<file path="src/rtl/lcd_cmd_host_pkg.sv">
// Shared definitions for the LCD command host: command codes, FSM states and image geometry.
package lcd_cmd_host_pkg;

    localparam int IMG_W    = 8;
    localparam int IMG_H    = 8;
    localparam int IMG_SIZE = IMG_W * IMG_H;
    localparam int CAP_CNT_W = 7;
    localparam logic [CAP_CNT_W-1:0] CAP_FULL = CAP_CNT_W'(IMG_SIZE);

    localparam logic [2:0] CMD_WRITE       = 3'd0;
    localparam logic [2:0] CMD_SHIFT_UP    = 3'd1;
    localparam logic [2:0] CMD_SHIFT_DOWN  = 3'd2;
    localparam logic [2:0] CMD_SHIFT_LEFT  = 3'd3;
    localparam logic [2:0] CMD_SHIFT_RIGHT = 3'd4;
    localparam logic [2:0] CMD_AVG         = 3'd5;
    localparam logic [2:0] CMD_MIR_X       = 3'd6;
    localparam logic [2:0] CMD_MIR_Y       = 3'd7;

    typedef enum logic [2:0] {
        INIT   = 3'd0,
        IDLE   = 3'd1,
        ISSUE  = 3'd2,
        GUARD  = 3'd3,
        WRITE  = 3'd4,
        FINISH = 3'd5
    } state_t;

endpackage

</file>
<file path="src/rtl/lcd_cmd_host_fifo.sv">
// Synchronous FIFO for queued LCD commands; head is visible combinationally.
module lcd_cmd_fifo #(
    parameter int DEPTH = 8,
    parameter int WIDTH = 3
) (
    input  logic             clk,
    input  logic             reset,
    input  logic             push,
    input  logic             pop,
    input  logic [WIDTH-1:0] din,
    output logic [WIDTH-1:0] head,
    output logic             full,
    output logic             empty
);
    localparam int AW = (DEPTH > 1) ? $clog2(DEPTH) : 1;

    logic [WIDTH-1:0] mem [DEPTH];
    logic [AW-1:0]    wr_ptr, rd_ptr;
    logic [AW:0]      count;

    assign full  = (count == (AW+1)'(DEPTH));
    assign empty = (count == '0);
    assign head  = mem[rd_ptr];

    // Storage is not reset; only the pointers define what is valid.
    always_ff @(posedge clk) begin
        if (push) mem[wr_ptr] <= din;
    end

    always_ff @(posedge clk or posedge reset) begin
        if (reset) begin
            wr_ptr <= '0;
            rd_ptr <= '0;
            count  <= '0;
        end else begin
            if (push) wr_ptr <= wr_ptr + 1'b1;
            if (pop)  rd_ptr <= rd_ptr + 1'b1;
            case ({push, pop})
                2'b10:   count <= count + 1'b1;
                2'b01:   count <= count - 1'b1;
                default: count <= count;
            endcase
        end
    end

endmodule

</file>
<file path="src/rtl/lcd_cmd_host.sv">
// Queues upstream commands, issues them to the LCD controller, and captures the written-out frame.
module lcd_cmd_host
    import lcd_cmd_host_pkg::*;
#(
    parameter int FIFO_DEPTH = 8
) (
    input  logic       clk,
    input  logic       reset,
    input  logic       push_valid,
    input  logic [2:0] push_cmd,
    output logic       push_ready,
    output logic [2:0] cmd,
    output logic       cmd_valid,
    input  logic       busy,
    input  logic       IRB_RW,
    input  logic [5:0] IRB_A,
    input  logic [7:0] IRB_D,
    input  logic       done,
    input  logic [5:0] cap_addr,
    output logic [7:0] cap_data,
    output logic       frame_done,
    output logic       ovf_err,
    output logic       short_err
);
    state_t state, state_next;

    logic       fifo_full, fifo_empty, pop, push_acc;
    logic [2:0] fifo_head;

    logic [7:0]           cap_mem [IMG_SIZE];
    logic [CAP_CNT_W-1:0] cap_cnt;

    // A pop in the same cycle frees a slot, so a full queue can still take a push.
    assign pop        = (state == ISSUE);
    assign push_ready = !fifo_full || pop;
    assign push_acc   = push_valid && push_ready;

    lcd_cmd_fifo #(
        .DEPTH(FIFO_DEPTH),
        .WIDTH(3)
    ) u_fifo (
        .clk  (clk),
        .reset(reset),
        .push (push_acc),
        .pop  (pop),
        .din  (push_cmd),
        .head (fifo_head),
        .full (fifo_full),
        .empty(fifo_empty)
    );

    always_ff @(posedge clk or posedge reset) begin
        if (reset) state <= INIT;
        else       state <= state_next;
    end

    always_comb begin
        state_next = state;
        cmd_valid  = 1'b0;
        case (state)
            INIT:   if (!busy) state_next = IDLE;
            IDLE:   if (!fifo_empty && !busy) state_next = ISSUE;
            ISSUE: begin
                cmd_valid  = 1'b1;
                state_next = (cmd == CMD_WRITE) ? WRITE : GUARD;
            end
            GUARD:  state_next = IDLE;
            WRITE:  if (done) state_next = FINISH;
            FINISH: state_next = FINISH;
            default: state_next = INIT;
        endcase
    end

    // cmd is latched on entry to ISSUE and held until the next issue.
    always_ff @(posedge clk or posedge reset) begin
        if (reset)                                    cmd <= CMD_WRITE;
        else if (state == IDLE && state_next == ISSUE) cmd <= fifo_head;
    end

    always_ff @(posedge clk or posedge reset) begin
        if (reset) begin
            ovf_err    <= 1'b0;
            frame_done <= 1'b0;
            short_err  <= 1'b0;
        end else begin
            if (push_valid && !push_ready) ovf_err <= 1'b1;
            if (state == WRITE && done) begin
                if (cap_cnt == CAP_FULL) frame_done <= 1'b1;
                else                     short_err  <= 1'b1;
            end
        end
    end

    always_ff @(posedge clk) begin
        if (!IRB_RW) cap_mem[IRB_A] <= IRB_D;
    end

    always_ff @(posedge clk or posedge reset) begin
        if (reset)                            cap_cnt <= '0;
        else if (!IRB_RW && cap_cnt != CAP_FULL) cap_cnt <= cap_cnt + 1'b1;
    end

    assign cap_data = cap_mem[cap_addr];

endmodule
</file>
<file path="config.mk">
export PLATFORM = sky130hd
export DESIGN_NAME = lcd_cmd_host
export DESIGN_NICKNAME = d
export VERILOG_FILES = /design/src/rtl/lcd_cmd_host_pkg.sv /design/src/rtl/lcd_cmd_host_fifo.sv /design/src/rtl/lcd_cmd_host.sv
export SDC_FILE = /design/constraint.sdc
export NUM_CORES = 1
export LEC_CHECK = 0
export CORE_ASPECT_RATIO = 1.75
export CORE_UTILIZATION = 45
export CTS_CLUSTER_DIAMETER = 100
export DETAILED_ROUTE_END_ITERATION = 10
export GPL_TIMING_DRIVEN = 0
export REMOVE_ABC_BUFFERS = 1
export SLEW_MARGIN = 5
export SYNTH_ARGS = -nofsm -noshare
export SYNTH_HDL_FRONTEND = slang
export SYNTH_SLANG_ARGS = --single-unit
</file>
<file path="constraint.sdc">
create_clock -name clk -period 7.57 [get_ports clk]
set_clock_uncertainty 0.05 [all_clocks]
set_input_delay 1.514 -clock clk [delete_from_list [all_inputs] [get_ports clk]]
set_output_delay 1.514 -clock clk [all_outputs]
set_load 0.01 [all_outputs]
</file>
== After elaboration in Yosys (flattened, before gate mapping) ==
Memory sizes are Yosys's and may differ from the RTL's. A register that Yosys moved wholly into a read port is not among the register bits.
Cells that the tools add are included.

* Register bits: 23
* RAM bits: 536
* Bits of input ports: 29
* Output and inout port bits: 16
* Logic and storage cells: 55
* Memories kept: 2

* $add $sub $neg: 5
* Equality and inequality tests: 11
* Mux-type cells: 10
* Bitwise gates (word level): 1
* Reductions and logical operators: 18

{| class="wikitable"
|+ Memory list
! memory !! words !! bits a word !! rd ports !! clocked after memory_dff !! write ports !! RTL line !! text
|-
| cap_mem || 64 || 8 || 1 || 0 || 1 || lcd_cmd_host.sv:30 || <nowiki>logic [7:0] cap_mem [IMG_SIZE];</nowiki>
|-
| u_fifo.mem || 8 || 3 || 1 || 1 || 1 || lcd_cmd_host_fifo.sv:17 || <nowiki>logic [WIDTH-1:0] mem [DEPTH];</nowiki>
|}

{| class="wikitable"
|+ Operators with widths
! operator !! count
|-
| case mux 3 bit (6 select lines) || 1
|-
| 2-to-1 mux 3 bit || 4
|-
| == test 3 x 2 -> 1 bit (second input constant) || 3
|-
| case mux 4 bit (2 select lines) || 1
|-
| adder 7 x 1 -> 7 bit (second input constant) || 1
|-
| == test 7 bit (second input constant) || 1
|-
| != test 7 bit (second input constant) || 1
|-
| adder 3 x 1 -> 3 bit (second input constant) || 2
|-
| == test 3 bit (second input constant) || 2
|-
| logical AND 1 bit || 6
|-
| logical NOT 3 bit || 2
|-
| logical NOT 1 bit || 5
|-
| adder 4 x 1 -> 4 bit (second input constant) || 1
|-
| == test 4 bit (second input constant) || 1
|-
| logical NOT 4 bit || 1
|-
| 2-to-1 mux 1 bit || 4
|-
| AND reduction 2 bit || 2
|-
| subtractor 4 x 1 -> 4 bit (second input constant) || 1
|-
| == test 3 x 1 -> 1 bit (second input constant) || 1
|-
| == test 2 x 1 -> 1 bit (second input constant) || 1
|-
| == test 2 bit (second input constant) || 1
|-
| nonzero test 2 bit || 1
|-
| logical OR 1 bit || 1
|-
| inverter 1 bit || 1
|}

== Logic depth before layout (Yosys ltp) ==
* Depth after elaboration: 7
* Mapped depth: 10
* Depth with buffers taken out: 9

== Cells and area by module ==
Synthesis repeated with hierarchy kept, for this count alone.

* Cells, all modules: 1,092
* Area total of the unflattened synthesis: 22,243.8 µm²

{| class="wikitable"
|+ Modules (own cells, without submodules)
! module !! instances !! cells each !! area each (µm²) !! seq. area each (µm²)
|-
| lcd_cmd_host || 1 || 996 || 20,697.4 || 15,775.1
|-
| lcd_cmd_fifo || 1 || 96 || 1,546.5 || 970.9
|}

== Worst setup path after synthesis ==
OpenSTA, ideal clock, no wires.

* Path kind: input -> output
* Start: input port cap_addr[0]
* End: output port cap_data[5]
* Data arrival time: 3.049 ns
* Data required time: 6.006 ns
* Slack: 2.957 ns
* Stages on the path: 6
* Path buffers: 2
* Cell sequence: buf_6 -> buf_2 -> mux4_2 -> a221oi_1 -> o21ai_0 -> a22o_1

* Longest elaborated chain between the ends: 1

{| class="wikitable"
|+ Ends and longest elaborated chain
! item !! RTL line !! text
|-
| start: declaration || lcd_cmd_host.sv:19 || <nowiki>input logic [5:0] cap_addr,</nowiki>
|-
| memory (64 x 8 bit) || n/a ||
|-
| end: declaration || lcd_cmd_host.sv:20 || <nowiki>output logic [7:0] cap_data,</nowiki>
|}

No other way between the ends.

== Worst setup path after layout ==
* Start: input port cap_addr[3]
* End: output port cap_data[0]

Same word-level chain as after synthesis.

==> reports/metrics.cfg <==
[outcome]
outcome = finished, final reports clean

[setup_path]
cpMostUsedCell = clkdlybuf4s50_1
crit_fanout = 23
start_kind = primary input
crit_path_end_kind = output pin
cpPeakStageDelay_ns = 1.19
cp_cell_sequence = clkdlybuf4s50_1 -> nand2b_1 -> a211oi_1 -> or4_1 -> o221ai_1 -> clkdlybuf4s50_1
cp.required_ns = 6.01
critPathKind = primary input to output pin
critPathBufInv = 2
cp_slowest_cell = clkdlybuf4s50_1
arrival_ns = 5.04
crit_family = buffers and inverters

[cts]
cts_setup_buffers = 0
cts_root_buffer = clkbuf_16
clkTransAtPathRegs_ns = 0.06
cts_hold_buf = 0
cts_made_buffers = 49
clock_latency_ns = 0.57
tritoncts = built
cts_resized = 0
h-tree-depth = 2
clock_path_buffers = 3
clkSinkCount = 562

[synth]
synth-async-reset-ratio_pct = 4.63
ys_seq_elements = 562
avgSynthCellArea_um2 = 20.7
synth_flop_cell = edfxtp_1
ys_warn_count = 0
yosysTopAreaCell = edfxtp_1
synth_cell_types = 57
synthCells = 1074
yosys.area.top_type_share_pct = 72.5
ys_seq_area_share_pct = 75.4
synth_edf_count = 536
netlist_area_um2 = 22200
synthTopCellsByArea = edfxtp_1 (72%), mux4_2 (13%), dfrtp_1 (2.9%), nor2_1 (1.3%), mux2i_1 (1.3%)

[floorplan]
core_um2 = 48700
die-area_um2 = 50300
ioPinCount = 45
die_x_um = 170
die_height_um = 296
start_util_pct = 45.6
fp-row-count = 107

[grt]
antenna_found_initial = 0
track_usage_pct = 19.8
grt_pass1_vias = 10879
grt_pass1_wl_mm = 71.4
overflow = 0
grt_max_degree = 79

[detailed_routing]
dr.pass1.iters = 5
vias = 10292
drtIter0Drc = 948
antenna_left = 0
route.detailed.drc = 0
wl_per_cell_um = 26.3
viasPerCell = 5.66
wirelength_mm = 47.8

[final_layout]
syn_to_final_growth_pct = 12.2
layout.nets = 1161
fillCellCount = 3952
insertedDiodeCount = 0
utilization_pct = 51.1
drive_above_1_share_pct = 19.9

[placement]
numPortBuffers = 44
hpwl_mm = 31.5
gp_congestion = 0.833

[sta]
hold_viol = 0
tightest_slew_ns = 1.11
fin_tns_setup_ns = 0
rsz0062_at_grt = false
post-route-period-util_pct = 87.2
whs_ns = 0.419
fmax_mhz = 151
min_period_ns = 6.60
drv_slew = 0
relSlewSlack_pct = 26.0
setup_viol = 0

[worst_hold_path]
timing.hold.worst.class = register to register

[flow_run]
maxCapViolations = 0

[power_and_ir_drop]
p_per_area_nw_per_um2 = 269
p_leak_nw = 7.86
ir_worst_vdd_mv = 0.273

==> final cells by class <==
| type | instances | area (um2) | share of cell area [%] |
|---|---|---|---|
| Clock buffer | 64 | 1330 | 5.32 |
| Tap cell | 654 | 818 | 3.29 |
| Clock inverter | 25 | 254 | 1.02 |
| Sequential cell | 562 | 16700 | 67.2 |
| Timing Repair Buffer | 56 | 686 | 2.75 |
| Inverter | 8 | 30.0 | 0.121 |
| Multi-Input combinational cell | 448 | 5050 | 20.3 |
==> per-layer routing <==
metal | vias up | wire length, um | track usage (%)
met5 | - | 0 | 0
li1 | 4531 | - | -
met3 | 74 | 1750 | 2.04
met4 | 0 | 1220 | 5.82
met1 | 5448 | 17900 | 23.2
met2 | 239 | 26900 | 37.7
==> logic make-up (layout without fill, tap and decap cells) <==
family / after synthesis / after routing / share of synthesized area [%]
flops: 562 / 562 / 75.4
simple gates: 173 / 173 / 3.64
mux: 169 / 169 / 15.4
compound gates: 87 / 87 / 2.72
buf+inv: 64 / 153 / 1.94
xor+xnor: 12 / 12 / 0.473
fa+ha+maj: 7 / 7 / 0.428
==> cell usage after synthesis, drive strengths merged (5+ instances only) <==
| cell type | instances |
|---|---|
| a22o | 6 |
| o21ai | 19 |
| nand2 | 29 |
| xnor2 | 10 |
| o221ai | 11 |
| mux4 | 135 |
| inv | 8 |
| clkbuf | 17 |
| buf | 39 |
| o22ai | 13 |
| mux2 | 5 |
| nor3 | 10 |
| dfrtp | 26 |
| edfxtp | 536 |
| a211oi | 7 |
| nor2b | 9 |
| a21oi | 12 |
| nand2b | 13 |
| nand3 | 11 |
| ha | 6 |
| a221oi | 8 |
| nor2 | 78 |
| mux2i | 29 |
==> metrics by stage <==
stage                     std cells  cell area [um2]  setup slack, ns  power [mW]
after floorplan                1018            21800             3.26        3.99
after global placement         1716            23100            -5.50        4.31
after detailed placement       1728            23300             1.01        4.28
after CTS                      1817            24900            0.994        6.75
after global routing           1817            24900            0.823        6.90
final                          1817            24900            0.968        6.69
==> registers in the layout, summed over array words and instances (netlist names) <==
| name | cells |
|---|---|
| cap_mem | 512 |
| u_fifo.mem | 24 |
| cap_cnt | 7 |
| u_fifo.count | 4 |
| cmd | 3 |
| state | 3 |
| u_fifo.rd_ptr | 3 |
| u_fifo.wr_ptr | 3 |
| frame_done | 1 |
| ovf_err | 1 |
| short_err | 1 |
==> placed cells by master, fill, tap and decap left out, types with 5 or more instances in the layout <==
| master | instances |
|---|---|
| a211oi_1 | 6 |
| a21oi_1 | 12 |
| a221oi_1 | 8 |
| a22o_1 | 6 |
| buf_12 | 7 |
| buf_16 | 5 |
| buf_2 | 8 |
| clkbuf_1 | 13 |
| clkbuf_16 | 51 |
| clkdlybuf4s50_1 | 33 |
| clkinv_1 | 8 |
| clkinv_2 | 6 |
| dfrtp_1 | 26 |
| edfxtp_1 | 536 |
| ha_1 | 6 |
| inv_1 | 8 |
| mux2i_1 | 29 |
| mux4_1 | 7 |
| mux4_2 | 128 |
| nand2_1 | 28 |
| nand2b_1 | 13 |
| nand3_1 | 11 |
| nor2_1 | 78 |
| nor2b_1 | 9 |
| nor3_1 | 6 |
| o21ai_0 | 11 |
| o21ai_1 | 7 |
| o221ai_1 | 11 |
| o22ai_1 | 13 |
| xnor2_1 | 10 |
==> where the power goes <==
part	leakage (nW)	switching, mW	total, mW	internal, mW
logic	1.96	0.325	0.607	0.283
clock network	0.762	1.11	2.48	1.38
registers	5.14	0.0901	3.60	3.51
total	7.86	1.52	6.69	5.17
==> path summary, 6_finish.rpt <==
check	slack, ns	depth (start not counted)	endpoint	start
min	0.42	1	short_err	short_err
min in group asynchronous	1.45	2	short_err	reset
max in group asynchronous	5.39	2	cmd[1]	reset
min reg2reg	0.42	1	short_err	short_err
max reg2reg	4.85	9	u_fifo.count[3]	state[2]
max	0.97	6	cap_data[0]	cap_addr[3]
Power figures use the tool's default switching activity.
